**src/rtl/txpippm_pkg.sv**
```systemverilog
// Shared types and constants for the TX phase-interpolator PPM sequencer.
// Per-channel FSM encoding and stepsize field layout.
package txpippm_pkg;

    typedef enum logic [1:0] {
        ST_IDLE = 2'd0,
        ST_STEP = 2'd1,
        ST_HOLD = 2'd2
    } chan_state_e;

    localparam int STEP_W  = 5;
    localparam int DIR_BIT = 4;
    localparam int MAG_W   = 4;

endpackage

```
**src/rtl/txpippm_sequencer_if.sv**
```systemverilog
// Command bus for the PPM sequencer: valid/ready handshake plus payload.
// master drives commands, slave (the sequencer) returns ready.
interface txpippm_sequencer_if #(
    parameter int CHANNEL_COUNT = 10,
    parameter int COUNT_WIDTH   = 16,
    parameter int PERIOD_WIDTH  = 16
);
    import txpippm_pkg::*;

    logic                     cmd_valid_in;
    logic                     cmd_ready_out;
    logic [CHANNEL_COUNT-1:0] cmd_sel_in;
    logic [STEP_W-1:0]        cmd_stepsize_in;
    logic [COUNT_WIDTH-1:0]   cmd_count_in;
    logic [PERIOD_WIDTH-1:0]  cmd_period_in;

    modport master (
        output cmd_valid_in, cmd_sel_in, cmd_stepsize_in,
        output cmd_count_in, cmd_period_in,
        input  cmd_ready_out
    );

    modport slave (
        input  cmd_valid_in, cmd_sel_in, cmd_stepsize_in,
        input  cmd_count_in, cmd_period_in,
        output cmd_ready_out
    );

endinterface

```
**src/rtl/txpippm_channel_seq.sv**
```systemverilog
// One channel: step/hold FSM, step and period counters, phase accumulator.
// A kill (abort or inactive clock) drops to idle without a pulse or done.
module txpippm_channel_seq
    import txpippm_pkg::*;
#(
    parameter int COUNT_WIDTH  = 16,
    parameter int PERIOD_WIDTH = 16,
    parameter int PHASE_WIDTH  = 16
) (
    input  logic                    clk,
    input  logic                    rst_n,
    input  logic                    active,
    input  logic                    abort,
    input  logic                    start,
    input  logic [STEP_W-1:0]       stepsize,
    input  logic [COUNT_WIDTH-1:0]  count,
    input  logic [PERIOD_WIDTH-1:0] period,
    output logic                    busy,
    output logic                    done,
    output logic                    en,
    output logic [STEP_W-1:0]       stepsize_out,
    output logic [PHASE_WIDTH-1:0]  phase
);

    chan_state_e             state;
    logic [STEP_W-1:0]       step_q;
    logic [COUNT_WIDTH-1:0]  remain;
    logic [PERIOD_WIDTH-1:0] period_q;
    logic [PERIOD_WIDTH-1:0] hold;
    logic [PERIOD_WIDTH-1:0] hold_len;
    logic [PHASE_WIDTH-1:0]  mag_ext;
    logic [PHASE_WIDTH-1:0]  delta;
    logic                    kill;

    assign kill     = abort | ~active;
    assign busy     = (state != ST_IDLE);
    assign en       = (state == ST_STEP) & ~kill;
    assign stepsize_out = busy ? step_q : '0;
    // Zero period still needs one hold cycle between pulses.
    assign hold_len = (period_q == '0) ? PERIOD_WIDTH'(1) : period_q;
    assign mag_ext  = PHASE_WIDTH'(step_q[MAG_W-1:0]);
    assign delta    = step_q[DIR_BIT] ? mag_ext : -mag_ext;

    always_ff @(posedge clk) begin
        done <= 1'b0;
        if (!rst_n) begin
            state    <= ST_IDLE;
            step_q   <= '0;
            remain   <= '0;
            period_q <= '0;
            hold     <= '0;
            phase    <= '0;
        end else if (kill) begin
            state <= ST_IDLE;
        end else begin
            unique case (state)
                ST_IDLE: begin
                    if (start) begin
                        step_q   <= stepsize;
                        remain   <= count;
                        period_q <= period;
                        if (count != '0) state <= ST_STEP;
                        else             done  <= 1'b1;
                    end
                end
                ST_STEP: begin
                    phase <= phase + delta;
                    hold  <= hold_len;
                    if (remain == COUNT_WIDTH'(1)) begin
                        state <= ST_IDLE;
                        done  <= 1'b1;
                    end else begin
                        remain <= remain - COUNT_WIDTH'(1);
                        state  <= ST_HOLD;
                    end
                end
                ST_HOLD: begin
                    if (hold == PERIOD_WIDTH'(1)) state <= ST_STEP;
                    else                          hold  <= hold - PERIOD_WIDTH'(1);
                end
                default: state <= ST_IDLE;
            endcase
        end
    end

endmodule

```
**src/rtl/txpippm_sequencer.sv**
```systemverilog
// Multi-channel TXPIPPM step sequencer: command handshake and channel array.
// Each selected channel runs its own step/hold sequence independently.
module txpippm_sequencer
    import txpippm_pkg::*;
#(
    parameter int CHANNEL_COUNT = 10,
    parameter int COUNT_WIDTH   = 16,
    parameter int PERIOD_WIDTH  = 16,
    parameter int PHASE_WIDTH   = 16
) (
    input  logic                                 gtwiz_userclk_tx_usrclk_in,
    input  logic                                 gtwiz_reset_all_n_in,
    input  logic                                 gtwiz_userclk_tx_active_in,
    txpippm_sequencer_if.slave                   cmd,
    input  logic [CHANNEL_COUNT-1:0]             abort_in,
    output logic [CHANNEL_COUNT-1:0]             busy_out,
    output logic [CHANNEL_COUNT-1:0]             done_out,
    output logic [CHANNEL_COUNT*PHASE_WIDTH-1:0] phase_out,
    output logic [CHANNEL_COUNT-1:0]             txpippmen_out,
    output logic [CHANNEL_COUNT-1:0]             txpippmovrden_out,
    output logic [CHANNEL_COUNT-1:0]             txpippmsel_out,
    output logic [CHANNEL_COUNT-1:0]             txpippmpd_out,
    output logic [CHANNEL_COUNT*STEP_W-1:0]      txpippmstepsize_out
);

    logic accept;

    assign cmd.cmd_ready_out = gtwiz_reset_all_n_in
                             & gtwiz_userclk_tx_active_in
                             & ~|abort_in
                             & ~|(cmd.cmd_sel_in & busy_out);
    assign accept = cmd.cmd_valid_in & cmd.cmd_ready_out;

    assign txpippmsel_out    = '1;
    assign txpippmovrden_out = '0;
    assign txpippmpd_out     = '0;

    for (genvar i = 0; i < CHANNEL_COUNT; i++) begin : g_ch
        txpippm_channel_seq #(
            .COUNT_WIDTH (COUNT_WIDTH),
            .PERIOD_WIDTH(PERIOD_WIDTH),
            .PHASE_WIDTH (PHASE_WIDTH)
        ) u_seq (
            .clk         (gtwiz_userclk_tx_usrclk_in),
            .rst_n       (gtwiz_reset_all_n_in),
            .active      (gtwiz_userclk_tx_active_in),
            .abort       (abort_in[i]),
            .start       (accept & cmd.cmd_sel_in[i]),
            .stepsize    (cmd.cmd_stepsize_in),
            .count       (cmd.cmd_count_in),
            .period      (cmd.cmd_period_in),
            .busy        (busy_out[i]),
            .done        (done_out[i]),
            .en          (txpippmen_out[i]),
            .stepsize_out(txpippmstepsize_out[i*STEP_W +: STEP_W]),
            .phase       (phase_out[i*PHASE_WIDTH +: PHASE_WIDTH])
        );
    end

endmodule

```
**src/flat_wrapper.sv**
```systemverilog
// flat-port wrapper written by rule: the top's interface ports become plain ports
module txpippm_sequencer_flat import txpippm_pkg::*;
#(
    parameter int CHANNEL_COUNT = 10,
    parameter int COUNT_WIDTH   = 16,
    parameter int PERIOD_WIDTH  = 16,
    parameter int PHASE_WIDTH   = 16
)
  (gtwiz_userclk_tx_usrclk_in, gtwiz_reset_all_n_in, gtwiz_userclk_tx_active_in, abort_in, busy_out, done_out, phase_out, txpippmen_out, txpippmovrden_out, txpippmsel_out, txpippmpd_out, txpippmstepsize_out, cmd_cmd_valid_in, cmd_cmd_sel_in, cmd_cmd_stepsize_in, cmd_cmd_count_in, cmd_cmd_period_in, cmd_cmd_ready_out);
  txpippm_sequencer_if #(.CHANNEL_COUNT(CHANNEL_COUNT), .COUNT_WIDTH(COUNT_WIDTH), .PERIOD_WIDTH(PERIOD_WIDTH)) cmd_i ();
  input  logic gtwiz_userclk_tx_usrclk_in;
  input  logic gtwiz_reset_all_n_in;
  input  logic gtwiz_userclk_tx_active_in;
  input  logic [CHANNEL_COUNT-1:0] abort_in;
  output logic [CHANNEL_COUNT-1:0] busy_out;
  output logic [CHANNEL_COUNT-1:0] done_out;
  output logic [CHANNEL_COUNT*PHASE_WIDTH-1:0] phase_out;
  output logic [CHANNEL_COUNT-1:0] txpippmen_out;
  output logic [CHANNEL_COUNT-1:0] txpippmovrden_out;
  output logic [CHANNEL_COUNT-1:0] txpippmsel_out;
  output logic [CHANNEL_COUNT-1:0] txpippmpd_out;
  output logic [CHANNEL_COUNT*STEP_W-1:0] txpippmstepsize_out;
  input wire logic [$bits(cmd_i.cmd_valid_in)-1:0] cmd_cmd_valid_in;
  input wire logic [$bits(cmd_i.cmd_sel_in)-1:0] cmd_cmd_sel_in;
  input wire logic [$bits(cmd_i.cmd_stepsize_in)-1:0] cmd_cmd_stepsize_in;
  input wire logic [$bits(cmd_i.cmd_count_in)-1:0] cmd_cmd_count_in;
  input wire logic [$bits(cmd_i.cmd_period_in)-1:0] cmd_cmd_period_in;
  output wire logic [$bits(cmd_i.cmd_ready_out)-1:0] cmd_cmd_ready_out;
  assign cmd_i.cmd_valid_in = cmd_cmd_valid_in;
  assign cmd_i.cmd_sel_in = cmd_cmd_sel_in;
  assign cmd_i.cmd_stepsize_in = cmd_cmd_stepsize_in;
  assign cmd_i.cmd_count_in = cmd_cmd_count_in;
  assign cmd_i.cmd_period_in = cmd_cmd_period_in;
  assign cmd_cmd_ready_out = cmd_i.cmd_ready_out;
  txpippm_sequencer #(.CHANNEL_COUNT(CHANNEL_COUNT), .COUNT_WIDTH(COUNT_WIDTH), .PERIOD_WIDTH(PERIOD_WIDTH), .PHASE_WIDTH(PHASE_WIDTH)) u_core (.gtwiz_userclk_tx_usrclk_in(gtwiz_userclk_tx_usrclk_in), .gtwiz_reset_all_n_in(gtwiz_reset_all_n_in), .gtwiz_userclk_tx_active_in(gtwiz_userclk_tx_active_in), .cmd(cmd_i), .abort_in(abort_in), .busy_out(busy_out), .done_out(done_out), .phase_out(phase_out), .txpippmen_out(txpippmen_out), .txpippmovrden_out(txpippmovrden_out), .txpippmsel_out(txpippmsel_out), .txpippmpd_out(txpippmpd_out), .txpippmstepsize_out(txpippmstepsize_out));
endmodule
```
**config.mk**
```make
export PLATFORM = sky130hd
export DESIGN_NAME = txpippm_sequencer_flat
export DESIGN_NICKNAME = d
export VERILOG_FILES = /design/src/rtl/txpippm_pkg.sv /design/src/rtl/txpippm_sequencer_if.sv /design/src/rtl/txpippm_channel_seq.sv /design/src/rtl/txpippm_sequencer.sv /design/src/flat_wrapper.sv
export SDC_FILE = /design/constraint.sdc
export NUM_CORES = 2
export LEC_CHECK = 0
export CAP_MARGIN = 20
export CORE_UTILIZATION = 45
export DETAILED_ROUTE_END_ITERATION = 7
export MAX_ROUTING_LAYER = met4
export PLACE_DENSITY = 0.67
export SETUP_SLACK_MARGIN = 0.4
export SLEW_MARGIN = 40
export SYNTH_ARGS = -nofsm -noshare
export SYNTH_HDL_FRONTEND = slang
export SYNTH_SLANG_ARGS = --single-unit
```
**constraint.sdc**
```tcl
create_clock -name gtwiz_userclk_tx_usrclk_in -period 9.4 [get_ports gtwiz_userclk_tx_usrclk_in]
set_input_delay 1.88 -clock gtwiz_userclk_tx_usrclk_in [delete_from_list [all_inputs] [get_ports gtwiz_userclk_tx_usrclk_in]]
set_output_delay 1.88 -clock gtwiz_userclk_tx_usrclk_in [all_outputs]
set_load 0.005 [all_outputs]
```
# Word level (Yosys, flattened, before mapping)
# Cells that the tools add are included.
# word_totals
register_bits	720
in_bits	61
out_inout_bits	271
wordCells	514
# op_classes
addsub	40
eq_ne	90
mux	152
bitwise_logic	47
reduce_logical	115
# ops
operator	count
16-bit 2-to-1 mux	50
16-bit one-hot mux with 2 select lines	20
16-bit by 1-bit == test with 1-bit output, second input constant	20
16-bit by 1-bit subtractor with 16-bit output, second input constant	20
16-bit adder	10
16-bit zero test	10
4-bit negator with 16-bit output	10
3-bit AND reduction	30
2-bit inequality test, second input constant	41
2-bit 2-to-1 mux	31
2-bit one-hot mux with 3 select lines	10
2-bit nonzero test	30
5-bit 2-to-1 mux	10
4-bit AND reduction	10
1-bit bitwise AND	24
1-bit 2-to-1 mux	21
2-bit by 1-bit == test with 1-bit output, second input constant	10
2-bit == test, second input constant	10
2-bit zero test	10
1-bit one-hot mux with 2 select lines	10
2-bit AND reduction	10
10-bit OR reduction	2
2-bit OR reduction	10
2-bit by 1-bit inequality test with 1-bit output, second input constant	9
5 further kinds	26

# Logic depth before layout (Yosys ltp)
# depth
ltp_word	9
ltp_mapped	13
ltp_nobuf	13

# Cells and area by module
# A second synthesis with hierarchy kept.
# unflattened
cells_unflattened	6101
hier_area_um2	46088.0
# modules_own_cells
module	n_inst	cells_per_inst	area_each_um2
txpippm_channel_seq at u_core.g_ch[0].u_seq ...	7	603	4598.2
txpippm_channel_seq at u_core.g_ch[9].u_seq	1	612	4471.8
txpippm_channel_seq at u_core.g_ch[8].u_seq	1	600	4466.8
txpippm_channel_seq at u_core.g_ch[7].u_seq	1	600	4455.5
txpippm_sequencer	1	68	506.7

# Worst setup path after synthesis
# No wires, ideal clock.
# synth_timing
path_kind	input to output
start	input gtwiz_userclk_tx_active_in
end	output txpippmen_out[4]
t_arrival_ps	3557
t_required_ps	7520
path_slack_ps	3963
path_stages	8
path_cell_list	clkbuf_1 -> clkbuf_1 -> nor2b_1 -> nand2_1 -> inv_1 -> clkbuf_1 -> buf_1 -> buf_4
# synth_via
elab_chain_cells	4
# synth_rtl
element	line_no	text
start: declaration	flat_wrapper.sv:13	input logic gtwiz_userclk_tx_active_in;
1-bit inverter	txpippm_channel_seq.sv:35	assign kill = abort | ~active;
1-bit bitwise OR	txpippm_channel_seq.sv:35	
1-bit inverter (no source line)	--	
1-bit bitwise AND	txpippm_channel_seq.sv:37	assign en = (state == ST_STEP) & ~kill;
end: declaration	flat_wrapper.sv:18	output logic [CHANNEL_COUNT-1:0] txpippmen_out;
# Every way passes these cells.

# Worst setup path after layout
# layout_timing
start	input gtwiz_userclk_tx_active_in
end	output txpippmen_out[3]
# Same word-level chain as after synthesis.

==> results.sh <==
export IMPL_max_clock_path_buffers=3
export IMPL_overflow=0
export IMPL_netlist_instances=5875
export IMPL_r2r_slack_ps=5530
export IMPL_maxSlewHeadroom_pct=45.3
export IMPL_grt_util_met2_pct=44.3
export IMPL_drc=0
export IMPL_cts_made_buffers=84
export IMPL_synth_avg_cell_area_sq_um=7.25
export IMPL_tightest_slew_ps=819
export IMPL_rsz0062_at_grt="no"
export IMPL_finalMaxSlewViolations=0
export IMPL_ys_async_sr_fraction_pct=0
export IMPL_synth_top_cell_by_area="dfxtp_1"
export IMPL_hpwl_microns=90800
export IMPL_finalWirelength_microns=135000
export IMPL_place_area_sq_um=46000
export IMPL_fin_crit_sh_pct=72.7
export IMPL_antenna_found_initial=11
export IMPL_grt_first_pass_wirelength_microns=209000
export IMPL_required_ps=7520
export IMPL_ir_worst_vdd_mv=0.117
export IMPL_cp_max_fo=22
export IMPL_startpoint="gtwiz_userclk_tx_active_in"
export IMPL_seq_area_frac_synth_pct=33.9
export IMPL_endpoint="txpippmen_out[3]"
export IMPL_fmaxAchievable_ghz=0.146
export IMPL_die_area_sq_um=95800
export IMPL_clk_pin_slew_ps=60
export IMPL_yosys_cell_types_count=89
export IMPL_r2r_end="u_core.g_ch[7].u_seq.remain[15]"
export IMPL_core_area_sq_um=93500
export IMPL_grt_max_degree=187
export IMPL_grt_pass1_vias=38000
export IMPL_busiest_layer="met2"
export IMPL_gr_usage_met1_pct=35.7
export IMPL_hold_buffers=0
export IMPL_cap_violations=0
export IMPL_place_congestion=0.929
export IMPL_final_layout_size_suffix_gt1_share_pct=6.58
export IMPL_netlist_area_leader_share_pct=33.9
export IMPL_wire_per_inst_microns=18.6
export IMPL_dr_pass1_iters=5
export IMPL_htreeDepth=3
export IMPL_synth_cell_area_sq_um=42600
export IMPL_rows=112
export IMPL_hold_viol_final=0
export IMPL_ctsResizeCount=0
export IMPL_cp_end_kind="output port"
export IMPL_drt_iter0_markers=3492
export IMPL_syn2layout_area_growth_pct=14.9
export IMPL_synth_area_top_cells="dfxtp_1, a21oi_1, nand2_1"
export IMPL_initial_utilization_pct=45.5
export IMPL_arrival_ps=4950
export IMPL_power_density_nw_per_um2=137
export IMPL_setup_viol=0
export IMPL_clkLatencyLatePin_ps=640
export IMPL_synth_main_ff_cell="dfxtp_1"
export IMPL_hp_class="reg2reg"
export IMPL_synth_edf_count=0
export IMPL_ioPinCount=332
export IMPL_crit_type="in2out"
export IMPL_cts_tree="done"
export IMPL_yosysWarnings=0
export IMPL_cp_start_kind="input port"
export IMPL_cts_setup_buffers=0
export IMPL_viasPerCell=5.82
export IMPL_post_route_min_period_ps=6830
export IMPL_via_count=42200
export IMPL_track_usage_pct=27.9
export IMPL_fin_worst_skew_ps=31.2
export IMPL_power_leakage_uw=0.0179
export IMPL_r2r_start="u_core.g_ch[3].u_seq.state[0]"
export IMPL_gr_usage_met3_pct=4.06
export IMPL_tns_ps=0
export IMPL_port_buffers=301
export IMPL_die_y_microns=310
export IMPL_cts_sinks=720
export IMPL_final_util_pct=52.3
export IMPL_reg2reg_depth=10
export IMPL_die_w_microns=310
export IMPL_final_design_area_no_fill_sq_um=48900
export IMPL_outcome="complete, no violations"
export IMPL_ant_nets=0
export IMPL_ctsRootBufferMaster="clkbuf_16"
export IMPL_synth_seq_cells=720
export IMPL_final_nets=6212
## report_power, final
part | switching, uW | internal, uW
Combinational | 172 | 50.8
Sequential | 0.0709 | 3050
Clock | 1380 | 2040
## state kept, by name, summed over array words and instances, names as in the netlist
name and flops:
u_core.g_ch.u_seq.done 10, u_core.g_ch.u_seq.hold 160, u_core.g_ch.u_seq.period_q 160, u_core.g_ch.u_seq.phase 160, u_core.g_ch.u_seq.remain 160, u_core.g_ch.u_seq.state 20
u_core.g_ch.u_seq.step_q 50
## how the worst min path moves through the flow
stage | start | endpoint | cells after the start
5_1_grt | u_core.g_ch[6].u_seq.period_q[0] | u_core.g_ch[6].u_seq.period_q[0] | 2
4_1_cts | u_core.g_ch[0].u_seq.period_q[0] | u_core.g_ch[0].u_seq.period_q[0] | 2
3_5_place_dp | u_core.g_ch[0].u_seq.period_q[0] | u_core.g_ch[0].u_seq.period_q[0] | 2
2_1_floorplan | u_core.g_ch[8].u_seq.period_q[0] | u_core.g_ch[8].u_seq.period_q[0] | 2
6_report | u_core.g_ch[0].u_seq.period_q[0] | u_core.g_ch[0].u_seq.period_q[0] | 2
3_3_place_gp | u_core.g_ch[0].u_seq.period_q[0] | u_core.g_ch[0].u_seq.period_q[0] | 2
## cells in the final DEF, fill, tap and decap left out, drive strengths merged, types with 41 or more instances in the layout
cell type,Yosys,layout
nand2b,44,44
buf,92,92
ha,212,212
nor2,626,626
dfxtp,720,720
xnor2,74,74
o221a,43,43
a211oi,98,98
o21ai,402,402
inv,169,172
a22oi,43,43
a31oi,81,81
nor3,176,176
a21oi,799,799
clkdlybuf4s50,0,284
or3,46,46
a21o,56,56
nor2b,57,57
nand3,122,122
nor4,110,110
and3,41,41
clkbuf,342,115
nand2,992,992
## layout make-up
| type | count | area (sq um) |
|---|---|---|
| antenna | 9 | 22.5 |
| clock buffer | 115 | 2410 |
| clock inverter | 33 | 434 |
| fill | 9110 | 44600 |
| inverter | 175 | 669 |
| multi-input combinational | 4572 | 25900 |
| sequential | 720 | 14400 |
| tap | 1254 | 1570 |
| timing repair buffer | 376 | 3530 |
## kinds of logic after synthesis
group | Yosys count | synth area share, %
compound gates | 1815 | 25.7
mux | 29 | 0.741
xor+xnor | 104 | 2.14
buf+inv | 611 | 6.08
other cells | 2 | 0.0176
simple gates | 2372 | 24.8
fa+ha+maj | 222 | 6.70
flops | 720 | 33.9
## per-stage QoR
| step | hold WS [ps] | power, uW | worst slack [ps] | cells |
|---|---|---|---|---|
| global placement | 439 | 3340 | 2540 | 7089 |
| detailed placement | 446 | 3340 | 2570 | 7096 |
| global route | 466 | 6880 | 2370 | 7254 |
| CTS | 454 | 6750 | 2570 | 7244 |
| floorplan | 432 | 3230 | 3960 | 5903 |
| finish | 453 | 6690 | 2570 | 7254 |
## Yosys cell counts, types with 16 or more instances
library cell  count
inv_1           169
o211ai_1         38
mux2_2           20
o21bai_1         30
and3_1           41
a211oi_1         96
o31ai_1          40
nor3_1          176
a22oi_1          43
o21ai_0         393
nand3_1         122
a31oi_1          81
nor2b_1          57
buf_4            64
or4_1            16
nor2_1          625
nand2_1         992
nor4_1          107
a41oi_1          24
a21o_1           56
or3_1            45
and2_1           38
xor2_1           30
or2_2            37
ha_1            212
clkbuf_1        342
o221a_2          41
nand2b_1         44
o21a_1           39
xnor2_1          74
dfxtp_1         720
a21oi_1         799
nand4_1          20
## critical path, cell delays in order
cell and delay (ps):
clkdlybuf4s50_1 530, buf_4 320, and2b_1 320, nand2_1 600
clkinv_1 660, clkdlybuf4s50_1 620
## per-layer routing
layer,wire length [microns],part of all wire (%)
met4,4770,3.5
met3,8960,6.6
met2,62400,46
met5,0,0
met1,59000,44
No activity file was read; power rests on OpenSTA's default activity.
